**config.mk**
```make
export PLATFORM = sky130hd
export DESIGN_NAME = nn_pix_loader
export DESIGN_NICKNAME = d
export VERILOG_FILES = /design/src/rtl/nn_pix_loader.sv
export SDC_FILE = /design/constraint.sdc
export NUM_CORES = 1
export LEC_CHECK = 0
export CORE_UTILIZATION = 35
export DETAILED_ROUTE_END_ITERATION = 8
export PLACE_DENSITY_LB_ADDON = 0.15
export SLEW_MARGIN = 0
export SYNTH_ARGS = -nofsm -noshare
export SYNTH_HDL_FRONTEND = slang
export SYNTH_SLANG_ARGS = --single-unit
```
**constraint.sdc**
```tcl
create_clock -name clk -period 2.4 [get_ports clk]
set_clock_uncertainty 0.2 [all_clocks]
set_input_delay 0.48 -clock clk [delete_from_list [all_inputs] [get_ports clk]]
set_output_delay 0.48 -clock clk [all_outputs]
set_load 0.01 [all_outputs]
```
**src/rtl/nn_pix_loader.sv**
```systemverilog
// ============================================================================
// Module   : nn_pix_loader
// Purpose  : Streams N_IN pixel bytes into an inference core, pulses start,
//            waits for done (with timeout) and hands the result out.
//            Optional macro NN_PIX_LOADER_TLAST_CHECK_EN enables s_last checks.
// Revision : 1.0
// ============================================================================
`default_nettype none

module nn_pix_loader #(
  parameter int N_IN    = 784,
  parameter int TIMEOUT = 4096
) (
  input  logic       clk,
  input  logic       rst,
  input  logic       clear,
  input  logic       s_valid,
  output logic       s_ready,
  input  logic [7:0] s_data,
  input  logic       s_last,
  output logic       pix_we,
  output logic [9:0] pix_addr,
  output logic [7:0] pix_data,
  output logic       start,
  input  logic       done,
  input  logic [3:0] predicted,
  output logic       result_valid,
  input  logic       result_ready,
  output logic [3:0] result,
  output logic       err
);

  localparam int WW = $clog2(TIMEOUT + 1);

  localparam logic [2:0] IDLE   = 3'd0;
  localparam logic [2:0] LOAD   = 3'd1;
  localparam logic [2:0] START  = 3'd2;
  localparam logic [2:0] WAIT   = 3'd3;
  localparam logic [2:0] RESULT = 3'd4;

  localparam logic [9:0]    LAST_IDX  = 10'(N_IN - 1);
  localparam logic [WW-1:0] WAIT_LAST = WW'(TIMEOUT - 1);

  logic [2:0]    r_state;
  logic [9:0]    r_cnt;
  logic [WW-1:0] r_wcnt;
  logic          r_s_ready;
  logic          r_pix_we;
  logic [9:0]    r_pix_addr;
  logic [7:0]    r_pix_data;
  logic          r_start;
  logic          r_result_valid;
  logic [3:0]    r_result;
  logic          r_err;

  logic w_acc;
  logic w_final;
  logic w_tlast_err;
  logic w_tlast_abort;

  assign w_acc   = s_valid & r_s_ready;
  assign w_final = (r_cnt == LAST_IDX);

`ifdef NN_PIX_LOADER_TLAST_CHECK_EN
  // s_last must mark exactly the final beat; an early s_last abandons the frame
  assign w_tlast_err   = w_acc & (s_last != w_final);
  assign w_tlast_abort = w_acc & s_last & ~w_final;
`else
  logic w_unused_last;
  assign w_unused_last = s_last;
  assign w_tlast_err   = 1'b0;
  assign w_tlast_abort = 1'b0;
`endif

  always_ff @(posedge clk or posedge rst) begin
    if (rst) begin
      r_state        <= IDLE;
      r_cnt          <= '0;
      r_wcnt         <= '0;
      r_s_ready      <= 1'b0;
      r_pix_we       <= 1'b0;
      r_pix_addr     <= '0;
      r_pix_data     <= '0;
      r_start        <= 1'b0;
      r_result_valid <= 1'b0;
      r_result       <= '0;
      r_err          <= 1'b0;
    end else begin
      r_pix_we <= 1'b0;
      r_start  <= 1'b0;
      if (clear) begin
        r_state        <= IDLE;
        r_cnt          <= '0;
        r_wcnt         <= '0;
        r_s_ready      <= 1'b1;
        r_result_valid <= 1'b0;
      end else begin
        case (r_state)
          IDLE, LOAD: begin
            r_s_ready <= 1'b1;
            if (w_acc) begin
              r_pix_we   <= 1'b1;
              r_pix_addr <= r_cnt;
              r_pix_data <= s_data;
              if (r_state == IDLE) r_err <= 1'b0;
              if (w_tlast_err) r_err <= 1'b1;
              if (w_tlast_abort) begin
                r_state <= IDLE;
                r_cnt   <= '0;
              end else if (w_final) begin
                r_state   <= START;
                r_cnt     <= '0;
                r_s_ready <= 1'b0;
              end else begin
                r_state <= LOAD;
                r_cnt   <= r_cnt + 10'd1;
              end
            end
          end
          // The final write is visible while in START, so the pulse lands one cycle later
          START: begin
            r_start <= 1'b1;
            r_wcnt  <= '0;
            r_state <= WAIT;
          end
          WAIT: begin
            if (done) begin
              r_result       <= predicted;
              r_result_valid <= 1'b1;
              r_state        <= RESULT;
            end else if (r_wcnt == WAIT_LAST) begin
              r_result       <= 4'hF;
              r_err          <= 1'b1;
              r_result_valid <= 1'b1;
              r_state        <= RESULT;
            end else begin
              r_wcnt <= r_wcnt + WW'(1);
            end
          end
          RESULT: begin
            if (r_result_valid && result_ready) begin
              r_result_valid <= 1'b0;
              r_s_ready      <= 1'b1;
              r_state        <= IDLE;
            end
          end
          default: begin
            r_state   <= IDLE;
            r_s_ready <= 1'b1;
          end
        endcase
      end
    end
  end

  assign s_ready      = r_s_ready;
  assign pix_we       = r_pix_we;
  assign pix_addr     = r_pix_addr;
  assign pix_data     = r_pix_data;
  assign start        = r_start;
  assign result_valid = r_result_valid;
  assign result       = r_result;
  assign err          = r_err;

endmodule

`default_nettype wire
```
### Word-level counts from Yosys, hierarchy flattened

Cells that the tools add are included.

| operators by class | value |
|---|---|
| add/sub/neg operators | 2 |
| mux-type cells | 36 |
| reductions and logical operators | 18 |
| bitwise operators | 2 |
| equality and inequality tests | 16 |

Operators with widths:

| operator | count |
|---|---|
| 10-bit two-way mux | 4 |
| 13-bit two-way mux | 3 |
| 13-bit case mux with 2 select lines | 1 |
| 1-bit two-way mux | 16 |
| 3-bit two-way mux | 5 |
| 3-bit AND reduction | 5 |
| 13-bit by 1-bit adder with 13-bit output, second input constant | 1 |
| 13-bit by 12-bit equality test with 1-bit output, second input constant | 1 |
| 3-bit inequality test, second input constant | 4 |
| 3-bit case mux with 4 select lines | 1 |
| 10-bit by 1-bit adder with 10-bit output, second input constant | 1 |
| 10-bit equality test, second input constant | 1 |
| 4-bit two-way mux | 2 |
| 2-bit inequality test, second input constant | 4 |
| 2-bit nonzero test | 4 |
| 3-bit by 2-bit equality test with 1-bit output, second input constant | 2 |
| 6-bit AND reduction | 1 |
| 3-bit nonzero test | 2 |
| 4-bit inequality test, second input constant | 1 |
| 1-bit case mux with 2 select lines | 2 |
| 2-bit AND reduction | 2 |
| 2-bit OR reduction | 2 |
| 3-bit by 1-bit equality test with 1-bit output, second input constant | 1 |
| 3-bit equality test, second input constant | 1 |
| 7 further kinds | 7 |

| storage, ports and cells | value |
|---|---|
| register bits after elaboration | 53 |
| output and inout bits | 27 |
| bits of input ports | 19 |
| logic and storage cells | 85 |

### Logic depth before layout (Yosys ltp)

Gate-level depths: netlist of run 1.

| logic depth | value |
|---|---|
| depth after elaboration | 5 |
| depth in mapped cells | 6 |

### Least setup slack after synthesis of run 1

No wires, ideal clock.

| path | value |
|---|---|
| path type | register to register |
| from | register r_wcnt[0] |
| to | register r_wcnt[1] |
| library setup time | 0.121 ns |
| arrival time | 1.549 ns |
| stages on the path, launching flop included | 7 |
| buffers on the path | 1 |
| required time | 2.079 ns |
| setup slack | 0.530 ns |
| clock period less this slack | 1.870 ns |
| cell sequence | dfrtp_1 -> ha_1 -> nand3_2 -> nor4_4 -> buf_6 -> nor2_2 -> a22o_1 |

| between the ends | value |
|---|---|
| cells in the longest elaborated chain, start to end | 5 |

RTL lines:

| element | RTL line | text |
|---|---|---|
| from (decl) | 46 | `logic [WW-1:0] r_wcnt;` |
| from (signal assigned) | 137 | `r_wcnt <= r_wcnt + WW'(1);` |
| 13-bit by 1-bit adder with 13-bit output | 137 |  |
| 13-bit two-way mux | 131 | `end else if (r_wcnt == WAIT_LAST) begin` |
| 13-bit two-way mux | 127 | `if (done) begin` |
| 13-bit case mux with 2 select lines | 98 | `case (r_state)` |
| 13-bit two-way mux | 91 | `if (clear) begin` |

Several ways; a longest one is shown, not always the timed one. The select of a mux whose other input is x is not followed.
A chain may end at the register's enable or synchronous reset.

### Final worst setup path of run 1

| path | value |
|---|---|
| from | input s_valid |
| to | register r_pix_addr[6], in the netlist pix_addr[6] |

| between the ends | value |
|---|---|
| cells in the longest elaborated chain, start to end | 2 |

RTL lines:

| element | RTL line | text |
|---|---|---|
| from (decl) | 17 | `input logic s_valid,` |
| 1-bit bitwise AND | 61 | `assign w_acc = s_valid & r_s_ready;` |
| 3-bit AND reduction (no line) | -- |  |
| to (signal assigned) | 103 | `r_pix_addr <= r_cnt;` |
| to (decl) | 49 | `logic [9:0] r_pix_addr;` |

Every way passes these cells.

==> results of run 1 <==
[final timing paths]
| check | endpoint | start | slack [ns] |
|---|---|---|---|
| max | pix_addr[6]$_DFFE_PP0P_ | s_valid | 0.39 |
| min | result[1]$_DFFE_PP0P_ | rst | 0.22 |
| max reg2reg | r_wcnt[9]$_DFFE_PP0P_ | r_wcnt[0]$_DFFE_PP0P_ | 0.41 |
| min reg2reg | pix_data[0]$_DFFE_PP0P_ | pix_data[0]$_DFFE_PP0P_ | 0.31 |
| max in group asynchronous | pix_addr[1]$_DFFE_PP0P_ | rst | 1.30 |
| min in group clk | pix_data[0]$_DFFE_PP0P_ | pix_data[0]$_DFFE_PP0P_ | 0.31 |
[synth_stat cells (all sizes together), types with 2 or more instances]
library cell,count,area share [%]
nand2,24,3.4
mux2,18,7.8
nor3b,2,0.57
and4bb,2,0.96
nand4,4,1.5
dfrtp,53,51
o22a,11,3.7
inv,5,0.72
ha,2,0.96
nand3,11,2.3
o211ai,2,0.57
nor2b,2,0.48
and2,2,0.48
or3,3,0.72
and2b,2,0.57
o21a,2,0.57
a21oi,7,1.3
a211o,2,0.67
nor4,7,2.3
buf,9,3.0
nor3,7,1.3
o21ai,11,2.1
and3,6,1.4
a31oi,7,1.7
nor2,7,1.1
nand2b,4,0.96
clkbuf,3,0.48
a41oi,3,1.0
[where the power goes]
group	switching, mW	leakage (nW)	internal (mW)
combinational	0.0875	0.638	0.129
clock	0.321	0.0423	0.213
sequential	0.0272	0.711	0.932
[cells by family after synthesis]
logic type | after synthesis | synth area share [%]
simple gates | 91 | 21.6
flops | 53 | 50.8
xor+xnor | 1 | 0.335
mux | 19 | 8.14
fa+ha+maj | 2 | 0.958
buf+inv | 17 | 4.21
compound gates | 52 | 14.0
[metal layers]
| layer | global-route usage, % | up-vias | part of all wire [%] |
|---|---|---|---|
| li1 | - | 985 | - |
| met1 | 21.3 | 987 | 49 |
| met2 | 23.4 | 37 | 46 |
| met3 | 3.45 | 7 | 3.7 |
| met4 | 3.96 | 0 | 0.90 |
| met5 | 0 | - | 0 |
[through the flow]
step	hold WS [ns]	worst slack [ns]	cell area (um2)	power (mW)
final	0.220	0.390	3310	1.71
after global routing	0.237	0.267	3310	1.80
after CTS	0.215	0.363	3310	1.75
after detailed placement	0.294	0.0525	3220	1.20
after global placement	0.288	0.0636	3220	1.19
after floorplan	0.293	0.434	2610	1.08
[worst max-delay path: stages]
cell and delay (ns):
clkdlybuf4s50_1 0.47, and4bb_2 0.23, and2b_1 0.23, buf_4 0.24
mux2_2 0.35
[state kept, by name (all words and copies together) (netlist names), 3 cells and up]
signal    count
r_cnt        10
result        4
r_state       3
r_wcnt       13
pix_data      8
pix_addr     10
[area by class of cell]
type                       instances  area, um2
timing repair buffer              58        571
clock buffer                       5       68.8
tap                               99        124
sequential                        53       1330
multi-input combinational        165       1180
fill                             706       3900
clock inverter                     3       26.3
inverter                           5       18.8
==> impl_metrics.yaml, run 1 <==
die:
  ios: 46
  core.rowCount: 31
  start_util_pct: 36.2
  dieArea_um2: 7810
  die_h_um: 88.4
  die-width_um: 88.4
  core_area_um2: 7210
worst_setup_path:
  arrival_ns: 2.01
  criticalPathCategory: "in -> reg"
  cp-end-kind: "flip-flop"
  start_kind: "input port"
  critPathMaxFanout: 13
  crit_required_ns: 2.40
  r2r_cells: 5
layout:
  drive_gt1_share_pct: 17.6
  mostFrequentLayoutCells: "dfrtp_1 (53), clkdlybuf4s50_1 (44), nand2_1 (24)"
  syn_to_final_growth_pct: 26.7
  final_common_cell: "dfrtp_1"
  fin_cells: 388
  antenna_cells: 0
  final_core_util_pct: 45.9
  nets: 309
cts:
  post_cts_resized: 0
  cts_buffer_depth: 2
  insertion_delay_ns: 0.31
  clk_pin_slew_ns: 0.10
  htree_num_levels: 2
  post_cts_buffers: 0
  hold_buffers: 0
  cts_root_buf: "clkbuf_8"
  cts_tree: "yes"
  cts_sinks: 53
  numCtsBuffers: 5
drt:
  first_iter_violations: 101
  wl_um: 5460
  drt-vias-per-instance: 5.20
  vias: 2016
  drt-pass1-iter-count: 4
  ant_nets: 0
  avgRoutedWirePerCell_um: 14.1
  drc: 0
sta:
  setup_tns_ns: 0
  finalSetupViolCount: 0
  clock.fmax_mhz: 497
  rsz0062_at_grt: "no"
  hold_viol_final: 0
  fin_crit_ns: 2.01
  worst_pin_slew_ns: 0.597
  period_share_pct: 83.8
  slew_violations: 0
  relSlewSlack_pct: 59.8
global_route:
  grt_max_degree: 20
  grt.total_usage_pct: 15.1
  antenna_found_initial: 0
  grt_pass1_vias: 1937
  grt_pass1_wl_um: 9150
  gr-total-overflow: 0
placement:
  dpl.hpwl_um: 3880
  gp_congestion: 0.769
  post-place-cells: 380
  io_buffers: 44
synthesis:
  syn_nets: 256
  postSynthCellCount: 235
  async_reset_ff_share_pct: 100
  synth_flop_cell: "dfrtp_1"
  yosys_warnings: 0
  synth-edff-count: 0
  ys_seq_area_share_pct: 50.8
  syn-cell-area_um2: 2610
  synth.avg_cell_area_um2: 11.1
  ys_types: 52
  synth_seq_cells: 53
power_and_ir_drop:
  leakagePower_nw: 1.39
  max-vdd-ir-drop_uv: 231
  power.density_nw_per_um2: 516
run:
  maxCapViolCount: 0
hold_path:
  hold_class: "in -> async"
status:
  status: "completed"
Note: power is estimated with default switching activity, not from simulation.
==> inputs of run 2 (changes only) <==
Clock period 2.4 ns to 2.1 ns, I/O delays scaled along.
==> impl_metrics.yaml, run 2 (synthesized netlist as in run 1, its figures left out) <==
drt:
  avgRoutedWirePerCell_um: 13.7
  vias: 2029
  ant_nets: 0
  drt-pass1-iter-count: 4
  drc: 0
  drt-vias-per-instance: 5.10
  first_iter_violations: 74
  wl_um: 5460
power_and_ir_drop:
  leakagePower_nw: 1.47
  max-vdd-ir-drop_uv: 244
  power.density_nw_per_um2: 592
sta:
  setup_slack_ns: 0.186
  fin_crit_ns: 1.91
  finalSetupViolCount: 0
  clock.fmax_mhz: 523
  relSlewSlack_pct: 71.4
  slew_violations: 0
  holdWs_ns: 0.218
  worst_pin_slew_ns: 0.428
  hold_viol_final: 0
  period_share_pct: 91.1
  rsz0062_at_grt: "no"
worst_setup_path:
  critical-path-max-stage-delay_ns: 0.41
  criticalPathCategory: "reg -> reg"
  arrival_ns: 1.91
  cp-end-kind: "flip-flop"
  critPathMaxFanout: 4
  reg2reg_from: "r_wcnt[1]$_DFFE_PP0P_"
  path_cells: "ha_1 > nand3_2 > or3_1 > and3_1 > a211o_1"
  r2r_cells: 5
  worst-r2r-setup-slack_ns: 0.19
  crit_family: "simple AND/OR/NAND/NOR gates"
  rr_endpoint: "r_wcnt[10]$_DFFE_PP0P_"
  worst-path-buf-inv: 0
  slowest_stage: "or3_1"
  start_kind: "flip-flop"
  crit_required_ns: 2.10
hold_path:
  hold_class: "in -> async"
die:
  die_h_um: 88.4
  start_util_pct: 36.2
  dieArea_um2: 7810
  ios: 46
  core_area_um2: 7210
  core.rowCount: 31
  die-width_um: 88.4
cts:
  post_cts_buffers: 0
  cts_buffer_depth: 2
  numCtsBuffers: 5
  htree_num_levels: 2
  cts_tree: "yes"
  insertion_delay_ns: 0.31
  hold_buffers: 0
  cts_root_buf: "clkbuf_8"
  cts_sinks: 53
  post_cts_resized: 0
  clk_pin_slew_ns: 0.09
global_route:
  grt_max_degree: 25
  grtUsageMet3_pct: 3.82
  groute.layer.met1.usage_pct: 21.6
  use_met2_pct: 23.7
  antenna_found_initial: 0
  grt_pass1_vias: 1904
  gr-total-overflow: 0
  grt.busiest_layer: "met2"
  grt.total_usage_pct: 15.5
  grt_pass1_wl_um: 9220
layout:
  antenna_cells: 0
  mostFrequentLayoutCells: "dfrtp_1 (53), clkdlybuf4s50_1 (44), nand2_1 (24)"
  fillers: 715
  nets: 320
  final_core_util_pct: 47.7
  syn_to_final_growth_pct: 31.7
  drive_gt1_share_pct: 20.4
  final_common_cell: "dfrtp_1"
  regMostFlops: "r_wcnt"
  largest_reg_flops: 13
placement:
  gp_congestion: 0.748
  pre_cts_slack_ns: -0.111
  io_buffers: 44
  dpl.hpwl_um: 3990
run:
  maxCapViolCount: 0
status:
  status: "completed"
[run 2: area by class of cell]
cell class | instances | area, um2 | share of cell area (%)
clock buffer | 5 | 68.8 | 2.00
tap | 99 | 124 | 3.60
sequential | 53 | 1330 | 38.6
clock inverter | 2 | 35.0 | 1.02
multi-input combinational | 165 | 1180 | 34.2
inverter | 5 | 18.8 | 0.546
timing repair buffer | 69 | 691 | 20.1
[run 2: through the flow]
stage	TNS (ns)	cells	power [mW]	instance area, um2
final	0	398	2.03	3440
after global routing	0	398	2.13	3440
after CTS	0	398	2.07	3440
after detailed placement	-2.25	391	1.38	3340
after global placement	-1.98	391	1.38	3340
after floorplan	0	235	1.23	2610
[run 2: where the power goes]
part	internal [mW]	switching, mW	total (mW)
Clock	0.347	0.330	0.677
Sequential	1.06	0.0306	1.10
Combinational	0.160	0.102	0.262
[run 2: per-layer routing]
metal / up-vias / part of all wire [%] / wire length (um)
met4: 0 / 1.2 / 68
met5: - / 0 / 0
met1: 978 / 49 / 2650
met3: 8 / 4.0 / 219
met2: 37 / 46 / 2530
li1: 1006 / - / -
[run 2: worst max path at each step]
stage                                          to  cells after the start  slack [ns]                  start
after global routing       r_wcnt[10]$_DFFE_PP0P_                      6        0.04  r_wcnt[1]$_DFFE_PP0P_
after detailed placement  pix_addr[5]$_DFFE_PP0P_                      5       -0.11                s_valid
after global placement    pix_data[5]$_DFFE_PP0P_                      5       -0.10                s_valid
final                      r_wcnt[10]$_DFFE_PP0P_                      5        0.19  r_wcnt[1]$_DFFE_PP0P_
after floorplan                   err$_DFFE_PP0P_                      1        0.19                    rst
after CTS                   result[2]$_DFFE_PP0P_                      6        0.16  r_wcnt[1]$_DFFE_PP0P_
